File: src/rtl/insfetch_bp.sv
// Instruction fetch unit with a 2-bit-counter branch history table.
// Define IF_BHT_EN to enable BHT prediction; otherwise branches are predicted not-taken.
module insfetch_bp #(
    parameter logic [31:0] RESET_PC = 32'h0,
    parameter int unsigned BHT_BITS = 8
) (
    input  logic        clk_in,
    input  logic        rst_in,
    input  logic        rdy_in,
    input  logic        rob_clear,
    input  logic [31:0] new_pc,
    input  logic        is_b_res,
    input  logic [7:0]  b_res_pc_part,
    input  logic        b_res_jmp,
    output logic        ic_req,
    output logic [31:0] ic_addr,
    input  logic        ic_valid,
    input  logic [31:0] ic_ins,
    input  logic        dec_ready,
    output logic        if_valid,
    output logic [31:0] if_ins,
    output logic [31:0] if_pc,
    output logic        if_pred_jmp,
    output logic [31:0] if_another_addr,
    input  logic        jalr_done,
    input  logic [31:0] jalr_target
);

    localparam int unsigned XLEN      = 32;
    localparam logic [6:0]  OP_JAL    = 7'b1101111;
    localparam logic [6:0]  OP_BRANCH = 7'b1100011;
    localparam logic [6:0]  OP_JALR   = 7'b1100111;

    typedef enum logic [1:0] {
        FETCH     = 2'd0,
        WAIT_MEM  = 2'd1,
        HOLD      = 2'd2,
        WAIT_JALR = 2'd3
    } state_t;

    state_t            state_q;
    logic [XLEN-1:0]   pc_q;
    logic              is_jalr_q;
    logic              ic_req_q;
    logic [XLEN-1:0]   ic_addr_q;
    logic              if_valid_q;
    logic [XLEN-1:0]   if_ins_q;
    logic [XLEN-1:0]   if_pc_q;
    logic              if_pred_jmp_q;
    logic [XLEN-1:0]   if_another_q;

    logic              bht_taken;
    logic [XLEN-1:0]   next_pc_d;
    logic [XLEN-1:0]   another_d;
    logic              pred_d;
    logic              is_jalr_d;

`ifdef IF_BHT_EN
    localparam int unsigned BHT_DEPTH = 1 << BHT_BITS;

    logic [1:0]          bht_q [BHT_DEPTH];
    logic [BHT_BITS-1:0] upd_idx;

    assign upd_idx   = BHT_BITS'(b_res_pc_part);
    assign bht_taken = bht_q[ic_addr_q[BHT_BITS:1]][1];

    // Saturating counter update; a same-cycle lookup reads the old value.
    always_ff @(posedge clk_in or posedge rst_in) begin
        if (rst_in) begin
            for (int i = 0; i < BHT_DEPTH; i++) begin
                bht_q[i] <= 2'b01;
            end
        end else if (rdy_in && is_b_res) begin
            if (b_res_jmp && (bht_q[upd_idx] != 2'b11)) begin
                bht_q[upd_idx] <= bht_q[upd_idx] + 2'd1;
            end else if (!b_res_jmp && (bht_q[upd_idx] != 2'b00)) begin
                bht_q[upd_idx] <= bht_q[upd_idx] - 2'd1;
            end
        end
    end
`else
    logic                unused_bres;
    logic [BHT_BITS-1:0] unused_idx;

    assign bht_taken   = 1'b0;
    assign unused_bres = ^{is_b_res, b_res_pc_part, b_res_jmp};
    assign unused_idx  = ic_addr_q[BHT_BITS:1];
`endif

    // Pre-decode of the returning word to choose the next fetch PC.
    always_comb begin
        logic [XLEN-1:0] j_imm;
        logic [XLEN-1:0] b_imm;
        logic [XLEN-1:0] seq_pc;
        logic [XLEN-1:0] b_tgt;

        next_pc_d = ic_addr_q + XLEN'(4);
        another_d = '0;
        pred_d    = 1'b0;
        is_jalr_d = 1'b0;

        j_imm  = {{12{ic_ins[31]}}, ic_ins[19:12], ic_ins[20], ic_ins[30:21], 1'b0};
        b_imm  = {{20{ic_ins[31]}}, ic_ins[7], ic_ins[30:25], ic_ins[11:8], 1'b0};
        seq_pc = ic_addr_q + XLEN'(4);
        b_tgt  = ic_addr_q + b_imm;

        case (ic_ins[6:0])
            OP_JAL: begin
                next_pc_d = ic_addr_q + j_imm;
                pred_d    = 1'b1;
            end
            OP_BRANCH: begin
                if (bht_taken) begin
                    next_pc_d = b_tgt;
                    another_d = seq_pc;
                    pred_d    = 1'b1;
                end else begin
                    next_pc_d = seq_pc;
                    another_d = b_tgt;
                end
            end
            OP_JALR: begin
                is_jalr_d = 1'b1;
            end
            default: begin
                next_pc_d = seq_pc;
            end
        endcase
    end

    // Fetch sequencer; rob_clear overrides everything but reset.
    always_ff @(posedge clk_in or posedge rst_in) begin
        if (rst_in) begin
            state_q       <= FETCH;
            pc_q          <= RESET_PC;
            is_jalr_q     <= 1'b0;
            ic_req_q      <= 1'b0;
            ic_addr_q     <= '0;
            if_valid_q    <= 1'b0;
            if_ins_q      <= '0;
            if_pc_q       <= '0;
            if_pred_jmp_q <= 1'b0;
            if_another_q  <= '0;
        end else if (rdy_in) begin
            if (rob_clear) begin
                pc_q       <= new_pc;
                ic_req_q   <= 1'b0;
                if_valid_q <= 1'b0;
                state_q    <= FETCH;
            end else begin
                case (state_q)
                    FETCH: begin
                        ic_req_q  <= 1'b1;
                        ic_addr_q <= pc_q;
                        state_q   <= WAIT_MEM;
                    end
                    WAIT_MEM: begin
                        if (ic_valid) begin
                            if_ins_q      <= ic_ins;
                            if_pc_q       <= ic_addr_q;
                            if_valid_q    <= 1'b1;
                            if_pred_jmp_q <= pred_d;
                            if_another_q  <= another_d;
                            is_jalr_q     <= is_jalr_d;
                            pc_q          <= next_pc_d;
                            ic_req_q      <= 1'b0;
                            state_q       <= HOLD;
                        end
                    end
                    HOLD: begin
                        if (if_valid_q && dec_ready) begin
                            if_valid_q <= 1'b0;
                            if (is_jalr_q) begin
                                state_q <= WAIT_JALR;
                            end else begin
                                ic_req_q  <= 1'b1;
                                ic_addr_q <= pc_q;
                                state_q   <= WAIT_MEM;
                            end
                        end
                    end
                    WAIT_JALR: begin
                        if (jalr_done) begin
                            pc_q    <= jalr_target;
                            state_q <= FETCH;
                        end
                    end
                    default: begin
                        state_q <= FETCH;
                    end
                endcase
            end
        end
    end

    assign ic_req          = ic_req_q;
    assign ic_addr         = ic_addr_q;
    assign if_valid        = if_valid_q;
    assign if_ins          = if_ins_q;
    assign if_pc           = if_pc_q;
    assign if_pred_jmp     = if_pred_jmp_q;
    assign if_another_addr = if_another_q;

endmodule

File: config.mk
export PLATFORM = sky130hd
export DESIGN_NAME = insfetch_bp
export DESIGN_NICKNAME = d
export VERILOG_FILES = /design/src/rtl/insfetch_bp.sv
export SDC_FILE = /design/constraint.sdc
export NUM_CORES = 1
export LEC_CHECK = 0
export ABC_AREA = 1
export CAP_MARGIN = 20
export CORE_MARGIN = 8
export CORE_UTILIZATION = 50
export DETAILED_ROUTE_END_ITERATION = 12
export MAX_ROUTING_LAYER = met4
export PLACE_DENSITY_LB_ADDON = 0.12
export SLEW_MARGIN = 30
export SYNTH_ARGS = -nofsm -noshare
export SYNTH_HDL_FRONTEND = slang
export SYNTH_SLANG_ARGS = --single-unit
File: constraint.sdc
create_clock -name clk_in -period 16.4 [get_ports clk_in]
set_input_delay 3.28 -clock clk_in [delete_from_list [all_inputs] [get_ports clk_in]]
set_output_delay 3.28 -clock clk_in [all_outputs]
set_load 0.02 [all_outputs]
* Yosys cells after proc, flatten, opt, wreduce, memory -nomap -nowiden
Cells that the tools add are included.
Storage, ports and cells: output and inout port bits 131, register bits after elaboration 166, word-level logic and storage cells 64
Cells by class: multiplexer cells 26, eq/ne operators 12, reductions and logical operators 12, bitwise logic cells 1, add/sub/neg operators 3
Operators with widths (count):
- $mux 32 | 7
- $pmux 32 s2 | 2
- $add 32x32->32 | 2
- $add 32x3->32 const B | 1
- $eq 7x7->1 const B | 3
- $reduce_and 4->1 | 4
- $ne 3x3->1 const B | 4
- $mux 2 | 5
- $reduce_and 5->1 | 2
- $mux 1 | 9
- $pmux 2 s4 | 1
- $reduce_bool 3->1 | 2
- $eq 2x2->1 const B | 2
- $ne 2x2->1 const B | 2
- $reduce_bool 4->1 | 1
- $pmux 1 s3 | 1
- $eq 2x1->1 const B | 1
- $logic_not 2->1 | 1
- $pmux 1 s2 | 1
- $reduce_bool 2->1 | 1
- $logic_and 1x1->1 | 1
- $not 1->1 | 1

* Depth between registers and ports, before layout
depth after elaboration 5, mapped depth 17

* Worst setup path after synthesis
No wires, ideal clock.
kind input to register, start input ic_ins[8], end register if_another_q[23] (netlist: if_another_addr[23]), library setup time 0.117 ns, buffers on the path 0, slack 11.448 ns, stages 14, arrival 4.835 ns, cells stage by stage ha_1 fa_1 nand3_1 nand2_1 a21oi_1 inv_1 nand2_1 nand2_1 nand2_1 nand2_1 nand2_1 nand3_1 nand3_1 nand2_1
Between the ends: longest elaborated chain between the ends 2
Ends and longest elaborated chain:
- start, declared | RTL line 18 | input logic [31:0] ic_ins,
- $add 32x32->32 | RTL line 105 | b_tgt = ic_addr_q + b_imm;
- $mux 32 | RTL line 107 | case (ic_ins[6:0])
- end signal, assigned | RTL line 163 | if_another_q <= another_d;
- end, declared | RTL line 50 | logic [XLEN-1:0] if_another_q;
No other way between the ends. A chain may end at the register's enable or synchronous reset.

* Worst setup path in the final report
start input rob_clear, end register if_another_q[10] (netlist: if_another_addr[10])
Between the ends: longest elaborated chain between the ends 2
Ends and longest elaborated chain:
- start, declared | RTL line 10 | input logic rob_clear,
- $not 1->1 (no source line)
- $reduce_and 4->1 (no source line)
No other way between the ends.

==> qor.csv <==
stage;metric;value;unit
floorplan;Die Y;167;µm
floorplan;DIE AREA;27700;µm²
setup_path;crit path DAT;6850;ps
synth;Mapped Avg Cell Area;6.65;µm²
synth;Mapped Area;11300;µm²
synth;Mapped Cells;1704;
synth;Post-Syn Nets;1863;
setup_path;crit path kind;input pin to flip-flop;
cells_and_area;antenna diode count;0;
cts;Clock transition at path regs;70;ps
sta;Hold Slack;471;ps
cells_and_area;share of cells above drive strength 1;4.42;%
synth;synthesis-stage register bit count;166;
setup_path;CP Capture Type;flip-flop;
synth;Cell variety after synth;46;
drt;Met3 Wirelength;2.94;mm
sta;Max-slew headroom;35.0;%
hold_path;Hold Crit Depth;2;
grt;antenna violations before repair;0;
place;Buffers on Ports;233;
drt;DR top layer;met4;
sta;Period minus WS final;6520;ps
synth;number of flops mapped to enable cells by yosys;0;
cells_and_area;final core occ;64.6;%
cts;CTS tree;done;
cells_and_area;synthesis-to-finish area growth;27.8;%
grt;largest net degree at the start of global routing;91;
cts;CTS sink cnt;166;
cts;Worst-Skew Late Latency;450;ps
power_and_ir_drop;Overall Power;0.00261;W
power_and_ir_drop;Max VDD drop;0.0965;mV
synth;async set-or-reset flop fraction in the synthesized netlist;100;%
cts;CTS resizes;0;
drt;via count;12200;
setup_path;startpoint types;input pin;
drt;routed len/inst;19.2;µm
cts;hold_buf cts;0;
floorplan;Initial Util;50.5;%
synth;ys flop type;dfrtp_1;
drt;Via density;5.54;
sta;endpoints failing setup;0;
job;Max Cap Viol;0;
sta;Setup Skew;15.0;ps
grt;Remaining Overflow, GRT;0;
cts;setup bufs post-CTS;0;
sta;final hold violation count;0;
drt;Initial DRT Pass Iterations;6;
grt;first-pass GRT wire length;67.0;mm
sta;setup TNS;0;ps
cts;clock root buffer;clkbuf_16;
sta;Slew Limit Fails;0;
setup_path;WP data required;16730;ps
place;RePlAce Congestion;0.950;
setup_path;crit path max fanout;68;
drt;DRC;0;
setup_path;Reg2Reg Depth;8;
floorplan;Ports;244;
drt;wire length on met2;19.9;mm
drt;M1 WL;18.3;mm
power_and_ir_drop;P_leak;7.04;nW
sta;Achievable Freq;153;MHz
drt;Iter 0 DRT Violations;1216;
sta;fin crit share;39.8;%
cells_and_area;Layout Nets;2069;
sta;Slew @ Worst Pin;971;ps
grt;vias in the first global route;12100;
grt;All-Layer GR Usage;31.3;%
synth;total number of yosys warnings;0;
cts;H-tree level count;4;
floorplan;Core Footprint;22400;µm²
floorplan;Rows;55;
place;post-DP HPWL;32.9;mm
drt;Final ANT Viol Nets;0;
cts;Num CTS Buffers;17;
sta;RSZ-0062 raised after global routing;false;
run_status;status;finished clean;
power_and_ir_drop;PD cells;180;nW/µm²
cells_and_area;# fillers;1999;
drt;final wirelength;42.4;mm
synth;sequential area share after synthesis;36.6;%
hold_path;Hold Crit Class;flip-flop to flip-flop;
floorplan;Die X-Extent;167;µm
cts;Longest Clk Path Bufs;2;
-- logic make-up (layout without fill, tap and decap cells) --
| family | after synthesis | after routing | synth area share (%) |
|---|---|---|---|
| AO/OA/AOI/OAI | 268 | 268 | 13.4 |
| XOR/XNOR | 20 | 20 | 1.55 |
| adder cells (fa/ha/maj) | 46 | 46 | 5.21 |
| buffers and inverters | 246 | 465 | 8.58 |
| flip-flops | 166 | 166 | 36.6 |
| AND/OR/NAND/NOR | 958 | 958 | 34.6 |
-- metal layers --
layer	GRT usage (%)	vias to the layer above
li1	-	5904
met1	39.9	5741
met2	50.5	508
met3	5.08	81
met4	9.91	0
met5	-	-
-- cells in the final DEF (no fill, tap or decap), drive strengths merged, types with 3 or more instances in the layout --
cell type,count
o211ai,8
nor3,62
clkbuf,17
nand4,14
a31oi,3
clkdlybuf4s50,233
nand2,589
o21bai,13
a21oi,96
xnor2,3
o21ai,124
a21o,7
nand3,105
xor2,17
a32o,3
a221oi,3
buf,8
a22oi,4
clkinvlp,3
ha,44
clkinv,6
inv,197
nor2,183
dfrtp,166
-- final timing paths --
kind	to	slack [ps]	start
min	if_ins[18]	470	if_ins[18]
min reg2reg	if_ins[18]	470	if_ins[18]
max	if_another_addr[10]	9880	rob_clear
min in group asynchronous	if_pc[6]	3370	rst_in
max in group asynchronous	if_pc[14]	11810	rst_in
max reg2reg	if_another_addr[10]	13280	state_q[0]
-- sequential cells by signal, indices dropped and copies added, names as in the netlist --
signal / flops
if_ins: 32
ic_req: 1
state_q: 2
ic_addr: 32
if_valid: 1
if_pc: 32
if_another_addr: 32
is_jalr_q: 1
pc_q: 32
if_pred_jmp: 1
-- where the power goes --
| group | internal, W | switching (W) |
|---|---|---|
| logic | 0.000531 | 0.000912 |
| clock network | 0.000223 | 0.000213 |
| registers | 0.000553 | 0.000175 |
-- layout make-up --
type,count,area (µm²),area share [%]
multi-input combinational,1292,6220,42.9
sequential,166,4150,28.7
timing repair buffer,241,2400,16.5
inverter,192,731,5.04
clock buffer,17,425,2.94
tap,285,357,2.46
clock inverter,15,201,1.39
-- critical path: stages --
cell and delay [ps]:
clkdlybuf4s50_1 400, buf_4 240, inv_4 360, nand2_1 160, nor3_4 170, buf_4 400
clkinv_2 770, buf_4 600, a32o_1 320
-- cell usage after synthesis (6+ instances only) --
cell      count  share of area (%)
a21o_1        7               0.46
a21oi_1      95                4.2
buf_2        15               0.66
clkbuf_1     31                1.0
dfrtp_1     166                 37
ha_1         44                4.9
inv_1       183                6.1
inv_2         7               0.23
nand2_1     580                 19
nand2_2       9               0.50
nand3_1     103                4.5
nand4_1      14               0.77
nor2_1      175                5.8
nor2_2        6               0.33
nor3_1       61                2.7
o211ai_1      8               0.53
o21ai_0     109                4.8
o21ai_2      10               0.77
o21bai_1     13               0.86
xor2_1       17                1.3
-- stage by stage --
| step | std cells | cell area [µm²] | setup WS [ps] |
|---|---|---|---|
| 6_report | 2208 | 14500 | 9880 |
| 5_1_grt | 2208 | 14500 | 9620 |
| 4_1_cts | 2208 | 14500 | 9930 |
| 3_5_place_dp | 2176 | 13900 | 9480 |
| 3_3_place_gp | 2176 | 13900 | 9520 |
| 2_1_floorplan | 1704 | 11300 | 8630 |
Note: power is estimated with default switching activity, not from simulation.
